--- src/rtl/fifo_wptr_full.sv ---
// fifo_wptr_full: write-side pointer, full/almost-full and fill-level logic of an async FIFO.
// Ports: wr_clk/wr_rst (sync, active-high), wr_en, rd_gray_ptr (async Gray read pointer),
//        wr_addr (binary write pointer), wr_gray_ptr, full, almost_full, wr_count,
//        overflow (sticky, only when FIFO_OVERFLOW_EN is defined).
module fifo_wptr_full #(
  parameter int Addr_Width = 8,
  parameter int Almost_Full_Level = 2**Addr_Width - 2
) (
  input  logic                wr_clk,
  input  logic                wr_rst,
  input  logic                wr_en,
  input  logic [Addr_Width:0] rd_gray_ptr,
  output logic [Addr_Width:0] wr_addr,
  output logic [Addr_Width:0] wr_gray_ptr,
  output logic                full,
  output logic                almost_full,
  output logic [Addr_Width:0] wr_count
`ifdef FIFO_OVERFLOW_EN
  ,
  output logic                overflow
`endif
);
  localparam logic [Addr_Width:0] af_lvl = (Addr_Width+1)'(Almost_Full_Level);
  logic [Addr_Width:0] sync1, sync2, rd_bin_s, next_bin, next_gray, next_count;
  logic wr_inc, next_full;
  // Each binary bit is the XOR of all Gray bits at or above it.
  for (genvar i = 0; i <= Addr_Width; i++) begin : g2b
    assign rd_bin_s[i] = ^sync2[Addr_Width:i];
  end
  assign wr_inc     = wr_en & ~full;
  assign next_bin   = wr_addr + (Addr_Width+1)'(wr_inc);
  assign next_gray  = next_bin ^ (next_bin >> 1);
  // Full when the write pointer is one lap ahead of the synchronized read pointer.
  assign next_full  = next_gray == {~sync2[Addr_Width:Addr_Width-1], sync2[Addr_Width-2:0]};
  assign next_count = next_bin - rd_bin_s;
  always_ff @(posedge wr_clk) begin
    if (wr_rst) begin
      sync1       <= '0;
      sync2       <= '0;
      wr_addr     <= '0;
      wr_gray_ptr <= '0;
      full        <= 1'b0;
      almost_full <= 1'b0;
      wr_count    <= '0;
    end else begin
      sync1       <= rd_gray_ptr;
      sync2       <= sync1;
      wr_addr     <= next_bin;
      wr_gray_ptr <= next_gray;
      full        <= next_full;
      almost_full <= next_count >= af_lvl;
      wr_count    <= next_count;
    end
  end
`ifdef FIFO_OVERFLOW_EN
  always_ff @(posedge wr_clk) begin
    if (wr_rst) overflow <= 1'b0;
    else if (wr_en && full) overflow <= 1'b1;
  end
`endif
endmodule

--- config.mk ---
export PLATFORM = sky130hd
export DESIGN_NAME = fifo_wptr_full
export DESIGN_NICKNAME = d
export VERILOG_FILES = /design/src/rtl/fifo_wptr_full.sv
export SDC_FILE = /design/constraint.sdc
export NUM_CORES = 1
export LEC_CHECK = 0
export ABC_AREA = 1
export CAP_MARGIN = 20
export CORE_MARGIN = 2
export CORE_UTILIZATION = 57
export DETAILED_ROUTE_END_ITERATION = 8
export HOLD_SLACK_MARGIN = 0.12
export PLACE_DENSITY = 0.85
export REMOVE_ABC_BUFFERS = 1
export SETUP_SLACK_MARGIN = 0.2
export SYNTH_ARGS = -nofsm -noshare
export SYNTH_HDL_FRONTEND = slang
export SYNTH_SLANG_ARGS = --single-unit
--- constraint.sdc ---
create_clock -name wr_clk -period 5.8 [get_ports wr_clk]
set_input_delay 1.16 -clock wr_clk [delete_from_list [all_inputs] [get_ports wr_clk]]
set_output_delay 1.16 -clock wr_clk [all_outputs]
set_load 0.05 [all_outputs]
==> results.tsv <==
metric	value	unit
Detailed Route WL	4880	um
vias per cell	4.80	
Setup TNS Final	0	ps
H-tree levels	2	
CTS tree	yes	
number of buffers created by CTS	5	
final slew viol count	0	
total number of vias	2111	
Clock Pin Slew Worst Setup and Hold Paths	80	ps
post-cts hold buffer count	0	
clock sinks	46	
first-pass GRT wire length	8380	um
GP Congestion	0.941	
Mapped Area	2510	sq um
Pwr Density	265	nW/um^2
vias in the first global route	1949	
core area	4290	sq um
gr ovfl total	0	
Max Clock Freq	270	MHz
Leak	1.49	nW
GRT Util Overall	0.216	
commonest non-fill, non-tap cell in the layout	nand2_1	
DRT Pass-1 Iters	6	
Die ar.	4950	sq um
max cap viols	0	
antenna diode count	0	
crit path DAT	3900	ps
initial antenna violation count	0	
Syn-to-layout area delta	22.0	%
VDD IR max	172	uV
Hold Crit Class	reg -> reg	
final setup margin	2100	ps
status	finished clean	
Die Wd	70.3	um
initial core utilization	0.584	
syn avg cell area	7.27	sq um
Max FO, Critical Path	4	
Worst-Margin Slew	509	ps
drt drc	0	
layout cell share with drive strength beyond 1	0.121	
endpoints failing hold	0	
post-detailed-route count of antenna-violating nets	0	
DIE HEIGHT	70.3	um
Non-Filler Instances	440	
final setup violation count	0	
Place WS	1790	ps
critical path launch point type	primary input	
DP Wirelength	3910	um
Clock Tree Root	clkbuf_8	
Max-slew headroom	0.660	
clock skew	4.25	ps
IO buf count	40	
post-synthesis sequential area ratio	0.367	
Nets	409	
DRT iter0 DRCs	80	
commonest non-fill, non-tap cells in the layout	nand2_1, inv_1, nor2_1	
RSZ-0062 raised after global routing	false	
Final Cycle Share	0.639	
fin crit period	3700	ps
synthesized flop and latch total	46	
post-CTS setup buffer count	0	
Gate Count Post-Synth	345	
buffer depth of the longest clock path	2	
Crit. End Element	register	
IO Pins	41	
Routed wire per std cell	11.1	um
Hold Slack	404	ps
Post-Place Cells	432	
synth unique cells	32	
worst skew pair latency	300	ps
CP required	6000	ps
total of warnings raised by yosys	0	
pin count of the biggest net entering global routing	44	
Post-CTS Resized	0	
Std-Cell Rows	24	
Setup Crit Path Kind	in -> reg	
==> path summary, 6_finish.rpt <==
path,start,to,slack (ps),depth (start not counted)
max,wr_en,almost_full$_SDFF_PP0_,2100,16
min,sync1[2]$_SDFF_PP0_,sync2[2]$_SDFF_PP0_,400,2
max reg2reg,full$_SDFF_PP0_,almost_full$_SDFF_PP0_,3110,14
min reg2reg,sync1[2]$_SDFF_PP0_,sync2[2]$_SDFF_PP0_,400,2
==> layer usage <==
layer | track usage | share of wire | vias up
met2 | 0.367 | 0.48 | 43
li1 | - | - | 1116
met3 | 0.0519 | 0.044 | 5
met5 | 0 | 0 | -
met4 | 0.0577 | 0.012 | 0
met1 | 0.272 | 0.46 | 947
==> critical path: stages <==
cell,delay [ps]
clkdlybuf4s50_1,450
inv_1,40
nor2_1,120
ha_1,230
nand2_1,100
nor2_2,140
nand3_2,110
nand3b_4,180
xor2_2,280
ha_1,330
nand2_1,70
inv_1,50
a221oi_1,340
nand3_1,110
nand3_1,130
nand2_1,60
==> cells in the mapped netlist, drive strengths merged <==
master	n	share of area
buf	1	0.0030
nor2	56	0.098
inv	55	0.082
nand3	27	0.064
dfxtp	46	0.37
clkbuf	5	0.0075
a221oi	1	0.0035
a21oi	5	0.010
fa	1	0.0080
nand3b	5	0.020
xor2	16	0.069
nand4	1	0.0050
or2	2	0.0050
xnor2	7	0.027
ha	9	0.045
nand2	103	0.17
o21bai	2	0.0075
a21o	1	0.0030
o21ai	2	0.0040
==> report_power, final <==
group / leakage [nW] / switching, W / internal [W]
Combinational: 1.06 / 0.000151 / 0.0000815
Sequential: 0.379 / 0.00000901 / 0.000337
Clock: 0.0524 / 0.000105 / 0.000129
Total: 1.49 / 0.000265 / 0.000548
==> cell families (layout without fill, tap and decap cells) <==
group / Yosys count / count (layout) / share of synthesized area
buffers and inverters: 61 / 104 / 0.0928
AO/OA/AOI/OAI: 11 / 11 / 0.0279
AND/OR/NAND/NOR: 194 / 194 / 0.363
adder cells (fa/ha/maj): 10 / 10 / 0.0529
flip-flops: 46 / 46 / 0.367
XOR/XNOR: 23 / 23 / 0.0968
==> layout make-up <==
type                            count  area, sq um
Clock inverter                      1         30.0
Sequential cell                    46          921
Fill cell                         363         1230
Timing Repair Buffer               41          408
Multi-Input combinational cell    238         1360
Inverter                           55          206
Clock buffer                        7         76.3
Tap cell                           52         65.1
==> sequential cells by signal, indices dropped and copies added (netlist names) <==
register,cells
almost_full,1
wr_count,9
wr_addr,9
wr_gray_ptr,8
sync2,9
full,1
sync1,9
==> per-stage QoR <==
stage / utilization / cell area (sq um) / total power [W]
after floorplan: - / 2480 / 0.000520
after global placement: 0.688 / 2960 / 0.000581
after detailed placement: 0.688 / 2960 / 0.000587
after CTS: 0.713 / 3060 / 0.000819
after global routing: 0.713 / 3060 / 0.000860
final: 0.713 / 3060 / 0.000813
Note: power is estimated with default switching activity, not from simulation.
